==> src/rtl/real_pkg.sv <==
// Shared constants, operand classes, flag indices and FSM states for the
// floating-point divider datapath.
package real_pkg;

   localparam int EXP_W  = 8;
   localparam int MANT_W = 23;
   localparam int WIDTH  = 1 + EXP_W + MANT_W;
   localparam int BIAS   = (1 << (EXP_W - 1)) - 1;

   localparam logic [WIDTH-1:0] QNAN = 32'h7FC0_0000;

   localparam int FLAG_INVALID   = 4;
   localparam int FLAG_DIV_ZERO  = 3;
   localparam int FLAG_OVERFLOW  = 2;
   localparam int FLAG_UNDERFLOW = 1;
   localparam int FLAG_INEXACT   = 0;

   typedef enum logic [1:0] {ZERO, NORM, INF, NAN} fp_class_e;

   typedef enum logic [2:0] {IDLE, UNPACK, ITER, ROUND, DONE} state_e;

   // Denormals land in ZERO, which is how inputs get flushed to zero.
   function automatic fp_class_e classify(input logic exp_zero,
                                          input logic exp_ones,
                                          input logic frac_zero);
      if (exp_zero)
         return ZERO;
      else if (exp_ones)
         return frac_zero ? INF : NAN;
      else
         return NORM;
   endfunction

endpackage

==> src/rtl/real_div_mant_divider.sv <==
// Iterative restoring mantissa divider: one quotient bit per cycle, producing
// the integer quotient bits followed by guard and round, plus a sticky bit.
module mant_divider #(
   parameter int MANT_W = 23
) (
   input  logic              clk,
   input  logic              reset,
   input  logic              start,
   input  logic [MANT_W+1:0] dividend,
   input  logic [MANT_W:0]   divisor,
   output logic              busy,
   output logic              done,
   output logic [MANT_W:0]   quot,
   output logic              guard,
   output logic              round,
   output logic              sticky
);

   localparam int STEPS = MANT_W + 3;
   localparam int CNT_W = $clog2(STEPS + 1);

   logic [MANT_W+2:0] rem_q, rem_d, q_q, q_d, rem_sel;
   logic [MANT_W:0]   div_q, div_d;
   logic [CNT_W-1:0]  cnt_q, cnt_d;
   logic              busy_q, busy_d;
   logic              ge;

   always_comb begin
      ge      = rem_q >= {2'b00, div_q};
      rem_sel = ge ? (rem_q - {2'b00, div_q}) : rem_q;
      rem_d   = rem_q;
      div_d   = div_q;
      q_d     = q_q;
      cnt_d   = cnt_q;
      busy_d  = busy_q;
      if (start) begin
         rem_d  = {1'b0, dividend};
         div_d  = divisor;
         q_d    = '0;
         cnt_d  = CNT_W'(STEPS);
         busy_d = 1'b1;
      end else if (busy_q) begin
         q_d    = {q_q[MANT_W+1:0], ge};
         rem_d  = rem_sel << 1;
         cnt_d  = cnt_q - CNT_W'(1);
         busy_d = (cnt_q != CNT_W'(1));
      end
   end

   always_ff @(posedge clk) begin
      if (reset) begin
         rem_q  <= '0;
         div_q  <= '0;
         q_q    <= '0;
         cnt_q  <= '0;
         busy_q <= 1'b0;
      end else begin
         rem_q  <= rem_d;
         div_q  <= div_d;
         q_q    <= q_d;
         cnt_q  <= cnt_d;
         busy_q <= busy_d;
      end
   end

   // done marks the cycle whose closing edge computes the last quotient bit.
   assign done   = busy_q && (cnt_q == CNT_W'(1));
   assign busy   = busy_q;
   assign quot   = q_q[MANT_W+2:2];
   assign guard  = q_q[1];
   assign round  = q_q[0];
   assign sticky = |rem_q;

endmodule

==> src/rtl/real_div.sv <==
// Iterative IEEE754 divider with valid/ready on both sides, FTZ in and out.
// Define REAL_DIV_ROUND_NE_EN for round-to-nearest-even; default truncates.
module real_div #(
   parameter int EXP_W  = real_pkg::EXP_W,
   parameter int MANT_W = real_pkg::MANT_W,
   parameter int WIDTH  = real_pkg::WIDTH
) (
   input  logic             clk,
   input  logic             reset,
   input  logic [WIDTH-1:0] op_a,
   input  logic [WIDTH-1:0] op_b,
   input  logic             in_valid,
   output logic             in_ready,
   output logic [WIDTH-1:0] res,
   output logic [4:0]       flags,
   output logic             out_valid,
   input  logic             out_ready
);
   import real_pkg::*;

   localparam int E_W = EXP_W + 2;
   localparam logic signed [E_W-1:0] E_BIAS = E_W'((1 << (EXP_W - 1)) - 1);
   localparam logic signed [E_W-1:0] E_MAX  = E_W'((1 << EXP_W) - 1);

   state_e                state_q, state_d;
   logic [WIDTH-1:0]      a_q, a_d, b_q, b_d, res_q, res_d;
   logic [4:0]            flags_q, flags_d;
   logic signed [E_W-1:0] exp_q, exp_d, exp_unp, exp_r;

   logic [EXP_W-1:0]  ea, eb;
   logic [MANT_W-1:0] fa, fb, frac_r;
   logic [MANT_W:0]   ma, mb, quot;
   logic [MANT_W+1:0] dividend, mant_r;
   fp_class_e         ca, cb;
   logic              s_ab, a_lt_b, inc, inexact;
   logic              div_start, div_busy, div_done, guard, round_b, sticky;
   logic [WIDTH-1:0]  inf_w, zero_w, qnan_w;

   // Operand unpacking and the rounding datapath; both read held registers.
   always_comb begin
      s_ab     = a_q[WIDTH-1] ^ b_q[WIDTH-1];
      ea       = a_q[WIDTH-2:MANT_W];
      eb       = b_q[WIDTH-2:MANT_W];
      fa       = a_q[MANT_W-1:0];
      fb       = b_q[MANT_W-1:0];
      ca       = classify(ea == '0, &ea, fa == '0);
      cb       = classify(eb == '0, &eb, fb == '0);
      ma       = {1'b1, fa};
      mb       = {1'b1, fb};
      a_lt_b   = ma < mb;
      dividend = a_lt_b ? {ma, 1'b0} : {1'b0, ma};
      exp_unp  = $signed({2'b00, ea}) - $signed({2'b00, eb}) + E_BIAS
                 - $signed({{(E_W-1){1'b0}}, a_lt_b});
      inf_w    = {s_ab, {EXP_W{1'b1}}, {MANT_W{1'b0}}};
      zero_w   = {s_ab, {(WIDTH-1){1'b0}}};
      qnan_w   = {1'b0, {EXP_W{1'b1}}, 1'b1, {(MANT_W-1){1'b0}}};
`ifdef REAL_DIV_ROUND_NE_EN
      inc      = guard & (round_b | sticky | quot[0]);
`else
      inc      = 1'b0;
`endif
      mant_r   = {1'b0, quot} + {{(MANT_W+1){1'b0}}, inc};
      exp_r    = exp_q + $signed({{(E_W-1){1'b0}}, mant_r[MANT_W+1]});
      frac_r   = mant_r[MANT_W+1] ? mant_r[MANT_W:1] : mant_r[MANT_W-1:0];
      inexact  = guard | round_b | sticky;
   end

   always_comb begin
      state_d   = state_q;
      a_d       = a_q;
      b_d       = b_q;
      exp_d     = exp_q;
      res_d     = res_q;
      flags_d   = flags_q;
      div_start = 1'b0;
      case (state_q)
         IDLE: begin
            if (in_valid) begin
               a_d     = op_a;
               b_d     = op_b;
               state_d = UNPACK;
            end
         end
         UNPACK: begin
            flags_d = '0;
            state_d = DONE;
            if (ca == NAN || cb == NAN || (ca == ZERO && cb == ZERO) ||
                (ca == INF && cb == INF)) begin
               res_d                 = qnan_w;
               flags_d[FLAG_INVALID] = 1'b1;
            end else if (cb == ZERO) begin
               res_d                  = inf_w;
               flags_d[FLAG_DIV_ZERO] = 1'b1;
            end else if (ca == INF) begin
               res_d = inf_w;
            end else if (ca == ZERO || cb == INF) begin
               res_d = zero_w;
            end else begin
               exp_d     = exp_unp;
               div_start = !div_busy;
               state_d   = ITER;
            end
         end
         ITER: begin
            if (div_done)
               state_d = ROUND;
         end
         ROUND: begin
            flags_d = '0;
            state_d = DONE;
            if (exp_r >= E_MAX) begin
               res_d                   = inf_w;
               flags_d[FLAG_OVERFLOW]  = 1'b1;
               flags_d[FLAG_INEXACT]   = 1'b1;
            end else if (exp_r[E_W-1] || exp_r == '0) begin
               res_d                   = zero_w;
               flags_d[FLAG_UNDERFLOW] = 1'b1;
               flags_d[FLAG_INEXACT]   = 1'b1;
            end else begin
               res_d                 = {s_ab, exp_r[EXP_W-1:0], frac_r};
               flags_d[FLAG_INEXACT] = inexact;
            end
         end
         DONE: begin
            if (out_ready)
               state_d = IDLE;
         end
         default: state_d = IDLE;
      endcase
   end

   always_ff @(posedge clk) begin
      if (reset) begin
         state_q <= IDLE;
         a_q     <= '0;
         b_q     <= '0;
         exp_q   <= '0;
         res_q   <= '0;
         flags_q <= '0;
      end else begin
         state_q <= state_d;
         a_q     <= a_d;
         b_q     <= b_d;
         exp_q   <= exp_d;
         res_q   <= res_d;
         flags_q <= flags_d;
      end
   end

   mant_divider #(.MANT_W(MANT_W)) u_mant_divider (
      .clk      (clk),
      .reset    (reset),
      .start    (div_start),
      .dividend (dividend),
      .divisor  (mb),
      .busy     (div_busy),
      .done     (div_done),
      .quot     (quot),
      .guard    (guard),
      .round    (round_b),
      .sticky   (sticky)
   );

   // Outputs are forced quiet for as long as reset is held.
   assign in_ready  = (state_q == IDLE) && !reset;
   assign out_valid = (state_q == DONE) && !reset;
   assign res       = reset ? '0 : res_q;
   assign flags     = reset ? '0 : flags_q;

endmodule

==> config.mk <==
export PLATFORM = sky130hd
export DESIGN_NAME = real_div
export DESIGN_NICKNAME = d
export VERILOG_FILES = /design/src/rtl/real_pkg.sv /design/src/rtl/real_div_mant_divider.sv /design/src/rtl/real_div.sv
export SDC_FILE = /design/constraint.sdc
export NUM_CORES = 1
export LEC_CHECK = 0
export CAP_MARGIN = 10
export CORE_UTILIZATION = 45
export DETAILED_ROUTE_END_ITERATION = 12
export GPL_TIMING_DRIVEN = 0
export PLACE_DENSITY = 0.73
export SLEW_MARGIN = 20
export SYNTH_ARGS = -nofsm -noshare
export SYNTH_HDL_FRONTEND = slang
export SYNTH_SLANG_ARGS = --single-unit
export TNS_END_PERCENT = 50
==> constraint.sdc <==
create_clock -name clk -period 3.96 [get_ports clk]
set_input_delay 0.396 -clock clk [delete_from_list [all_inputs] [get_ports clk]]
set_output_delay 0.396 -clock clk [all_outputs]
set_load 0.01 [all_outputs]
* Word-level counts from Yosys, hierarchy flattened
Cells that the tools add are included.
Word-level totals: flip-flop bits (word level) 195, bits in latches 0, memory bits (writable) 0, bits in read-only memories 0, output and inout port bits 39, logic and storage cells 117, memories 0
Operators by class: add/sub/neg operators 5, multipliers 0, div/mod/pow operators 0, order comparisons 3, equality and inequality tests 14, shift-type cells 0, mux-type cells 45, bitwise gates (word level) 7, reduce and logical (&&, ||, !) cells 30
Operators by type and width (count):
- two-way mux 32 bit | 5
- two-way mux 25 bit | 4
- case mux 32 bit (2 select lines) | 1
- two-way mux 31 bit | 2
- logical NOT 23 bit | 2
- greater-or-equal comparator 26 x 24 -> 1 bit | 1
- OR reduction 26 bit | 1
- subtractor 25 x 24 -> 25 bit | 1
- less-than comparator 24 bit | 1
- two-way mux 3 bit | 7
- two-way mux 1 bit | 17
- logical NOT 8 bit | 2
- AND reduction 8 bit | 2
- two-way mux 5 bit | 3
- case mux 3 bit (5 select lines) | 1
- adder 9 x 8 -> 10 bit, second input constant | 1
- greater-or-equal comparator 10 x 9 -> 1 bit, second input constant | 1
- logical NOT 10 bit | 1
- case mux 5 bit (2 select lines) | 1
- subtractor 10 x 2 -> 10 bit | 1
- subtractor 8 x 8 -> 9 bit | 1
- equality test 2 bit, second input constant | 4
- two-way mux 2 bit | 4
- equality test 3 x 2 -> 1 bit, second input constant | 2
- 20 further kinds | 38

* Logic depth before layout (Yosys ltp)
depth in word-level cells 12, depth in mapped cells 19

* Modules after synthesis
Synthesis repeated with hierarchy kept, for this count alone.
Second synthesis, totals: cell total of the unflattened synthesis 1302, area total of the unflattened synthesis 10875.4 sq um
By module, submodules not included:
- real_div | times used 1, cells an instance 733, area an instance 6040.8 sq um, sequential area each 2282.2 sq um
- mant_divider | times used 1, cells an instance 569, area an instance 4834.6 sq um, sequential area each 1641.6 sq um

* Worst setup path before layout
Ideal clock, no wire load.
path type flip-flop to flip-flop, from register b_q[6], to register exp_q[9], arrival 3451 ps, data required time 3895 ps, setup slack 444 ps, stages on the path, launching flop included 20, cells stage by stage dfxtp_1 inv_1 ha_1 and4_1 and2_0 a311oi_1 o211ai_1 buf_2 buf_2 ha_1 ha_1 fa_1 a21oi_1 o21bai_1 a21o_1 a21oi_1 nor2b_1 nor4_1 a21oi_1 nor2_1
On the way: word-level cells in the longest chain between the ends 10
Ends and longest elaborated chain:
- from (decl) | line real_div.sv:26 | logic [WIDTH-1:0] a_q, a_d, b_q, b_d, res_q, res_d;
- from (signal assigned) | line real_div.sv:136 | b_q <= '0;
- from (signal assigned) | line real_div.sv:143 | b_q <= b_d;
- parallel branches: the longest is 10 deep, another holds less-than comparator 24 bit
- to (signal assigned) | line real_div.sv:144 | exp_q <= exp_d;
- to (decl) | line real_div.sv:28 | logic signed [E_W-1:0] exp_q, exp_d, exp_unp, exp_r;
Parallel ways; which one is timed is not known. A chain may end at the register's enable or synchronous reset.

* Final worst setup path
from register b_q[9], to register exp_q[9]
The elaborated chain is that of the path after synthesis.

==> impl_results.md <==
* Run status: finished clean
* # rows at 55
* Setup Viol. Count Final at 0
* Total Wirelength at 30.2 mm
* DP HPWL at 22.8 mm
* RePlAce Congestion at 0.957
* Total grt overflow at 0
* Crit Path Category: flip-flop to flip-flop
* R2r startpoint: b_q[9]
* Clock tree sinks at 195
* EDFF count, synth at 0
* Synth Register Bits at 195
* Postcts setup bufs at 0
* Htree depth at 4
* Syn Std Cell Area at 10500 um2
* Critical Path Source: b_q[9]
* Root Buffer: clkbuf_16
* Clock insertion delay at the later pin of the skew report at 0.44 ns
* IO Count at 107
* Initial Utilization at 0.462
* Syn nets at 1481
* Fin. Hold Viols at 0
* Yosys warnings at 0
* Drt pass-1 iters at 7
* Mapped Cells at 1346
* Top post-synthesis cells by area: dfxtp_1 37%, a21oi_1 8.5%, nand2_1 7.8%
* Antenna Cells at 0
* First-pass GRT wire length at 48.9 mm
* Rel. slew slack at 0.426
* Clock Tree Buf Depth at 2
* Data required, critical path at 4.33 ns
* Clk slew on worst S/H paths at 0.08 ns
* Cell accounting for the most synthesized area: dfxtp_1
* Arr. time, crit path at 4.13 ns
* Sequential area share after synthesis at 0.371
* Fin crit share at 0.949
* Initial antenna violation count at 0
* Max IR drop VDD at 0.000363 V
* Inserted Clock Buffers at 17
* Total Nets Final at 1605
* Die height at 155 um
* Min Tclk post-route at 3.76 ns
* Largest net degree at the start of global routing at 23
* Vias per cell at 5.52
* Worst hold path type: flip-flop to flip-flop
* Asr flop ratio synth at 0
* Power Density at 572 nW/um2
* Hold Crit Start: res_q[31]
* Critical path's slowest cell: dfxtp_1
* Setup crit start kind: flip-flop
* Number of global-route vias before repair at 9581
* IO buf count at 106
* Final worst slack at 0.202 ns
* Layout Skew at 0.0162 ns
* Setup TNS at 0 ns
* GRT Util Overall at 0.256
* Max_cap viols at 0
* Hold Buf Count CTS at 0
* Pre-CTS worst setup slack at -0.0805 ns
* Static leakage power at 4.83 nW
* DR iter-0 viols at 683
* Most frequent cells in the layout: 218 x nand2_1, 191 x dfxtp_1, 177 x a21oi_1
* Tot Pwr at 7.23 mW
* Cell variety after synth at 60
* Crit-path max cell delay at 0.42 ns
* CP dominant cell by count: ha_1
* Max Clk Rate at 0.266 GHz
* Vias at 9912
* Avg Inst Size Synth at 7.82 um2
* CTS tree: built
* Area post-placement at 12000 um2
* Core area at 22800 um2
* Slew @ Worst Pin at 0.852 ns
* Total die area at 24000 um2
* Area grow syn2layout at 19.9%
* Commonest non-fill, non-tap cell in the layout: nand2_1
* Share of cells above drive strength 1 at 0.0398
* Crit. End Element: flip-flop
* CP cell instances: inv_1 > ha_1 > nor4_2 > o211ai_1 > a311oi_1 > o211ai_1 > buf_4 > ha_1 > ha_1 > fa_1 > a21oi_1 > o21bai_1 > a21o_1 > a21oi_2 > nor2b_1 > nor4_2 > a21oi_1 > nor2_1
* Ys flop type: dfxtp_1
* DR DRC count at 0
* DR WL/cell at 16.8 um
* Die Wd at 155 um
* Cell area after layout at 12600 um2
* Max Slew Vio Count at 0
* Top-area cell type share of the netlist area at 0.371
* Worst Path Max Fanout at 18
* Antenna-violating nets left at 0
## cell usage after synthesis (4+ instances only)
| cell | instances |
|---|---|
| a21o_1 | 15 |
| inv_1 | 81 |
| a22o_1 | 23 |
| clkbuf_1 | 72 |
| nor2_1 | 101 |
| or3_1 | 4 |
| o21bai_1 | 7 |
| nand3_1 | 7 |
| dfxtp_1 | 195 |
| mux2i_1 | 36 |
| ha_1 | 64 |
| nand4_1 | 14 |
| o21ai_0 | 49 |
| nor4_1 | 26 |
| a211oi_1 | 28 |
| a221oi_1 | 10 |
| nor2b_1 | 37 |
| a22oi_1 | 6 |
| nor3_1 | 17 |
| a31oi_1 | 8 |
| o211ai_1 | 15 |
| buf_2 | 8 |
| buf_1 | 6 |
| xor2_1 | 11 |
| a311oi_1 | 4 |
| nand2_1 | 218 |
| a21oi_1 | 178 |
| and3_1 | 27 |
| nand2b_1 | 5 |
| xnor2_1 | 22 |
| o21a_1 | 5 |
## critical path: cells and delay by family (launching register included)
kind | cells | cell delay [ns]
compound gates | 8 | 1.29
fa+ha+maj | 4 | 1.03
simple gates | 4 | 0.63
flops | 1 | 0.42
buf+inv | 2 | 0.33
## registers in the layout, indices dropped and copies added (netlist names)
register and cells:
res_q 32, u_mant_divider.cnt_q 5, u_mant_divider.rem_q 26, state_q 3, u_mant_divider.div_q 24, exp_q 10
a_q 32, flags_q 5, u_mant_divider.q_q 25, u_mant_divider.busy 1, b_q 32
## path summary, 6_finish.rpt
| path | end | slack, ns | depth (start not counted) |
|---|---|---|---|
| worst max register to register | exp_q[9] | 0.20 | 18 |
| worst max-delay path | exp_q[9] | 0.20 | 18 |
| worst min register to register | res_q[31] | 0.46 | 2 |
| worst min-delay path | res_q[31] | 0.46 | 2 |
## metal layers
| metal | part of all wire | global-route usage |
|---|---|---|
| met1 | 0.45 | 0.344 |
| met4 | 0.025 | 0.0934 |
| met5 | 0 | 0 |
| met2 | 0.45 | 0.421 |
| met3 | 0.066 | 0.0304 |
## power breakdown
group	internal [mW]	leakage (nW)	total, mW	switching (mW)
clock	0.877	0.302	1.81	0.930
sequential	2.11	1.59	2.28	0.169
combinational	1.31	2.94	3.15	1.84
## final cells by class
type	count	area [um2]
Multi-Input combinational cell	983	6000
Clock buffer	17	425
Buffer	86	342
Sequential cell	195	3910
Fill cell	2157	10100
Inverter	81	304
Clock inverter	15	200
Timing Repair Buffer	106	1060
Tap cell	313	392
## per-stage QoR
| step | util | hold WS [ns] | instances |
|---|---|---|---|
| floorplan | - | 0.427 | 1346 |
| global placement | 0.526 | 0.445 | 1765 |
| detailed placement | 0.526 | 0.454 | 1765 |
| CTS | 0.554 | 0.465 | 1796 |
| global route | 0.554 | 0.506 | 1796 |
| finish | 0.554 | 0.465 | 1796 |
## cells by family after synthesis
group | synth area share
AO/OA/AOI/OAI | 0.217
XOR/XNOR | 0.0274
adder cells (fa/ha/maj) | 0.0817
buffers and inverters | 0.0615
flip-flops | 0.371
multiplexers | 0.0364
AND/OR/NAND/NOR | 0.206
## timing repair
item                                    4_1_cts  5_1_grt
resized for setup                             5        4
endpoints found under the setup margin        2        2
hold endpoints to repair                      0        0
No activity file was read; power rests on OpenSTA's default activity.
==> RTL edit 1, RTL diff (config.mk and constraints unchanged) <==
Encoding of `state_e`: now Gray code (3 bits for 5 states).
--- a/src/rtl/real_pkg.sv
+++ b/src/rtl/real_pkg.sv
@@ -19,3 +19,3 @@
 
-   typedef enum logic [2:0] {IDLE, UNPACK, ITER, ROUND, DONE} state_e;
+   typedef enum logic [2:0] {IDLE = 3'b000, UNPACK = 3'b001, ITER = 3'b011, ROUND = 3'b010, DONE = 3'b110} state_e;
 
Behaviour: same outputs for any inputs over 4 cycles, from zero or initial values and one cycle with reset high; so few cycles prove little.
==> RTL edit 1 against the original RTL <==
Total power increased by 21%; global-route usage decreased by 2.6 points; count of clock-buffer cells in the layout unchanged; cell count decreased by 3.8%; sequential cell count unchanged; worst setup slack improved by 72 ps; area after synthesis decreased by 1.2%; wire length decreased by 12%; via count decreased by 4.7%; cell area decreased by 0.83%; largest power group unchanged; highest routed layer unchanged.
==> RTL edit 1: results (changes against the original RTL) <==
Worst setup path
  • Largest stage delay, worst path: 390 ps (-30 ps)
  • Crit path DAT: 4060 ps (-70 ps)
  • Largest fanout on the critical path: 4 (-14)
  • CP max-delay cell: o32ai_4
  • FF-to-FF Start: b_q[5]$_SDFFE_PP0P_
  • Crit path kind: reg2reg

Hold path
  • Hold path startpoint: u_mant_divider.div_q[10]$_SDFFE_PP0P_

Synth
  • Synth cell count leaders: 221 x nand2_1, 195 x dfxtp_1, 147 x a21oi_1, 97 x nor2_1, 81 x inv_1
  • Distinct cell type count after synthesis: 65 (+8.3%)
  • Syn nets: 1437 (-3.0%)
  • Syn Inst Count: 1302 (-3.3%)
  • Ranking of synthesized cells by area: dfxtp_1 38%, nand2_1 8.0%, ha_1 7.7%
  • Sequential area share after synthesis: 37.5% (+0.45 points)

STA
  • Tightest Pin Transition: 707 ps (-146 ps)
  • Worst Skew: 16.9 ps (+0.652 ps)

Routing
  • Vias after detailed routing: 9449 (-4.7%)
  • Average routed wire per standard cell: 15.5 µm (-8.2%)
  • Via/cell ratio: 5.47 (-0.86%)
  • Iter 0 DRT Violations: 606 (-11%)

Global routing
  • Gr usage total: 23.0% (-2.6 points)
  • Vias in the first global route: 8982 (-6.3%)
  • First-pass GRT wire length: 43900 µm (-10%)

Finish
  • Fill cells: 2094 (-2.9%)
  • Layout cells sized above 1: 6.31% (+2.3 points)

Placement
  • HPWL after DPL: 20500 µm (-9.9%)
  • DP Worst Slack: -354 ps (-274 ps)

Status
  • Status: finished clean

Pwr
  • Maximum vdd ir drop: 526 µV (+45%)
  • Leak: 4.69 nW (-2.9%)

Clock network
  • CTS root buf: clkbuf_16
[RTL edit 1: kinds of logic (layout without fill, tap and decap cells)]
kind of cell / count (synthesis) / after routing / synth area share, %
AO/OA/AOI/OAI: 337 / 337 / 20.9
XOR/XNOR: 36 / 36 / 3.03
AND/OR/NAND/NOR: 485 / 485 / 21.5
buffers and inverters: 149 / 289 / 5.63
flip-flops: 195 / 195 / 37.5
adder cells (fa/ha/maj): 67 / 67 / 8.27
multiplexers: 33 / 33 / 3.17
[RTL edit 1: what timing repair did]
| item | 4_1_cts | 5_1_grt |
|---|---|---|
| gates resized for setup | 11 | 13 |
| pin swaps | 2 | 5 |
| setup endpoints to repair | 3 | 3 |
| buffers inserted | 2 | 1 |
[RTL edit 1: layout make-up]
type | instances | area share (%)
repair buffers | 109 | 8.65
plain buffers | 67 | 2.21
clock buffers | 17 | 3.40
well taps | 285 | 2.85
multi-input cells | 958 | 47.6
inverters | 81 | 2.45
flip-flops and latches | 195 | 31.3
clock inverters | 15 | 1.53
[RTL edit 1: where the power goes]
part / internal [W] / total (W) / switching [W]
clock network: 0.000874 / 0.00178 / 0.000908
logic: 0.00194 / 0.00457 / 0.00263
registers: 0.00218 / 0.00240 / 0.000225
total: 0.00500 / 0.00876 / 0.00376
[RTL edit 1: layer usage]
| layer | share of wire [%] | track usage (%) | wire, µm | vias to the layer above |
|---|---|---|---|---|
| met4 | 3.4 | 10.6 | 897 | 0 |
| met5 | 0 | 0 | 0 | - |
| met2 | 46 | 37.4 | 12100 | 285 |
| met3 | 4.6 | 3.16 | 1230 | 60 |
| met1 | 47 | 30.1 | 12400 | 4321 |
| li1 | - | - | - | 4783 |
[RTL edit 1: path summary, 6_finish.rpt]
check,endpoint,slack (ps),cells past startpoint
worst min register to register,u_mant_divider.div_q[10]$_SDFFE_PP0P_,470,2
worst max register to register,exp_q[9]$_SDFFE_PP0P_,270,19
worst min-delay path,u_mant_divider.div_q[10]$_SDFFE_PP0P_,470,2
worst max-delay path,exp_q[9]$_SDFFE_PP0P_,270,19
[RTL edit 1: through the flow]
step	area (µm²)	hold WS, ps
2_1_floorplan	10400	436
3_3_place_gp	11800	445
3_5_place_dp	11800	452
4_1_cts	12500	462
5_1_grt	12500	483
6_report	12500	465
[RTL edit 1: critical path, delay by kind of cell, from the launching register on]
family	cells	cell delay, ps
adders and majority gates	4	1030
AOI/OAI and AO/OA	8	1530
buffers and inverters	2	130
and+or+nand+nor	5	510
DFF	1	380
==> RTL edit 2, RTL diff (same flow settings) <==
Made on the original files. `MANT_W` is set to 23 in 2 places; all go to 46.
--- a/src/rtl/real_pkg.sv
+++ b/src/rtl/real_pkg.sv
@@ -5,3 +5,3 @@
    localparam int EXP_W  = 8;
-   localparam int MANT_W = 23;
+   localparam int MANT_W = 46;
    localparam int WIDTH  = 1 + EXP_W + MANT_W;
--- a/src/rtl/real_div_mant_divider.sv
+++ b/src/rtl/real_div_mant_divider.sv
@@ -3,3 +3,3 @@
 module mant_divider #(
-   parameter int MANT_W = 23
+   parameter int MANT_W = 46
 ) (
Interface: changed (resized op_a, op_b and res); port bits go from 107 to 176. The function was not compared with the original's and may differ.
==> RTL edit 2 against the original RTL <==
Sequential cell count grew 139; register-to-register slack lost 150 ps; wire length grew 110%; total power grew 120%; via count grew 88%; cell area grew 79%; cell count grew 80%; worst setup slack lost 170 ps; area after synthesis grew 77%; sequential share of layout area shrank 1.0 points; largest cell class unchanged; highest routed layer unchanged.
==> RTL edit 2: results (changes against the original RTL) <==
Status
  • Status: finished clean

Clock network
  • Total CTS buffers: 36 (+19)
  • Clock-pin slew on the worst setup and hold paths: 60 ps (-20 ps)
  • Clock Latency Late Sink: 530 ps (+90 ps)
  • Clock buffer depth: 3 (+1)
  • H-tree level count: 2 (-2)

Hold path
  • Hold Path End: b_q[16]$_SDFFE_PP0P_
  • Hold path startpoint: op_b[16]
  • Worst hold path cell count: 3 (+1)
  • Hold Path Class: in2reg

Synth
  • Distinct cell type count after synthesis: 82 (+37%)
  • Sequential area share after synthesis: 35.8% (-1.3 points)
  • Syn nets: 2667 (+80%)
  • Yosys warnings: 0 (unchanged)
  • Ranking of synthesized cells by area: dfxtp_1 36%, nand2_1 11%, ha_1 7.4%
  • Synth cell count leaders: 566 x nand2_1, 334 x dfxtp_1, 263 x a21oi_1, 140 x nor2_1, 129 x clkbuf_1

Finish
  • Layout cells sized above 1: 7.02% (+3.0 points)
  • Final net count: 2896 (+80%)
  • Largest registers: a_q (55), b_q (55), res_q (55)

Worst setup path
  • Largest stage delay, worst path: 740 ps (+320 ps)
  • CP max-delay cell: clkdlybuf4s50_1
  • Setup crit start: reset
  • Worst path top cell family by delay: buffers and inverters
  • Reg2Reg Depth: 21 (+3)
  • FF-to-FF setup slack: 50 ps (-150 ps)
  • FF-to-FF Start: b_q[31]$_SDFFE_PP0P_
  • Crit path DAT: 3530 ps (-600 ps)
  • Largest fanout on the critical path: 10 (-8)
  • CP Capture Point: flags[3]

STA
  • Worst Skew: 18.5 ps (+2.24 ps)
  • Tightest Pin Transition: 952 ps (+99.5 ps)
  • Worst setup margin: 31.5 ps (-171 ps)
  • Worst hold slack: 407 ps (-57.5 ps)

Routing
  • Vias after detailed routing: 18600 (+88%)
  • Iter 0 DRT Violations: 1769 (+160%)
  • Final WL: 63400 µm (+110%)
  • 1st-pass router iterations: 6 (-1)

Global routing
  • First-pass GRT wire length: 98400 µm (+100%)
  • Pin count of the biggest net entering global routing: 19 (-17%)
  • Gr usage total: 29.8% (+4.2 points)
  • Vias in the first global route: 17500 (+83%)

Placement
  • Placed cell areas: 0.0211 mm² (+76%)
  • HPWL after DPL: 49100 µm (+120%)
  • I/O Buffers: 175 (+65%)
  • Gpl congestion: 0.997 (+4.2%)
  • DP Worst Slack: -873 ps (-792 ps)

Pwr
  • Leak: 8.77 nW (+82%)
  • Maximum vdd ir drop: 426 µV (+17%)
## RTL edit 2: changes by cell type after synthesis, moves of 30 or more
cell      delta
a21oi_1     +85
and2_1      +30
clkbuf_1    +57
dfxtp_1    +139
ha_1        +46
inv_1       +46
mux2i_1     +32
nand2_1    +348
nor2_1      +39
o21ai_0     +39
## RTL edit 2: worst register-to-register path, cell delays in order, from the launching register on
cell,delay [ps]
dfxtp_2,340
inv_1,50
ha_1,180
a21o_1,180
a21oi_1,120
o21ai_1,100
a2111o_1,460
a221oi_4,380
nand2_2,160
buf_12,170
ha_4,160
ha_4,160
fa_2,350
a21oi_2,150
nor2_1,50
nor2_1,120
nor2b_1,60
o21ai_1,130
nand2b_1,110
a21oi_2,150
nand3_1,100
a21oi_1,160
## RTL edit 2: metal layers
layer  up-vias  part of all wire [%]  GRT usage (%)
li1       8860                     -              -
met1      8861                    45           42.8
met2       787                    44           46.2
met3       106                   8.4           3.82
met4         0                   2.9           8.82
met5         -                     0              0
## RTL edit 2: cell families (layout without fill, tap and decap cells)
| kind of cell | after synthesis | after routing | share of synthesized area (%) |
|---|---|---|---|
| AND/OR/NAND/NOR | 999 | 999 | 24.2 |
| AO/OA/AOI/OAI | 569 | 569 | 18.7 |
| flip-flops | 334 | 334 | 35.8 |
| buffers and inverters | 275 | 529 | 5.73 |
| adder cells (fa/ha/maj) | 113 | 113 | 7.69 |
| multiplexers | 99 | 99 | 5.51 |
| XOR/XNOR | 51 | 51 | 2.39 |
## RTL edit 2: power breakdown
group	internal (W)	switching, W	total [W]	leakage, nW
Sequential	0.00363	0.000349	0.00398	2.73
Combinational	0.00326	0.00564	0.00890	5.48
Clock	0.00188	0.00140	0.00329	0.555
## RTL edit 2: final cells by class
cell class              instances  area, µm²
inverters                     127        477
plain buffers                 147        604
clock buffers                  49       1020
multi-input cells            1831      11100
repair buffers                192       1880
well taps                     532        666
fillers                      3837      18400
flip-flops and latches        334       6750
clock inverters                14        114
## RTL edit 2: per-stage QoR
stage	setup TNS, ps	total power (W)	utilization (%)	cells
4_1_cts	0	0.0159	54.7	3219
3_5_place_dp	-3710	0.0125	51.6	3147
2_1_floorplan	0	0.00994	-	2440
5_1_grt	-92.7	0.0170	55.1	3226
3_3_place_gp	-2920	0.0124	51.6	3147
6_report	0	0.0162	55.1	3226
## RTL edit 2: repair_timing
item	in CTS	in global routing
hold buffers	0	0
gates resized for setup	33	38
gates cloned	0	0
pin swaps	13	16
endpoints found under the setup margin	8	5
buffers inserted	10	7
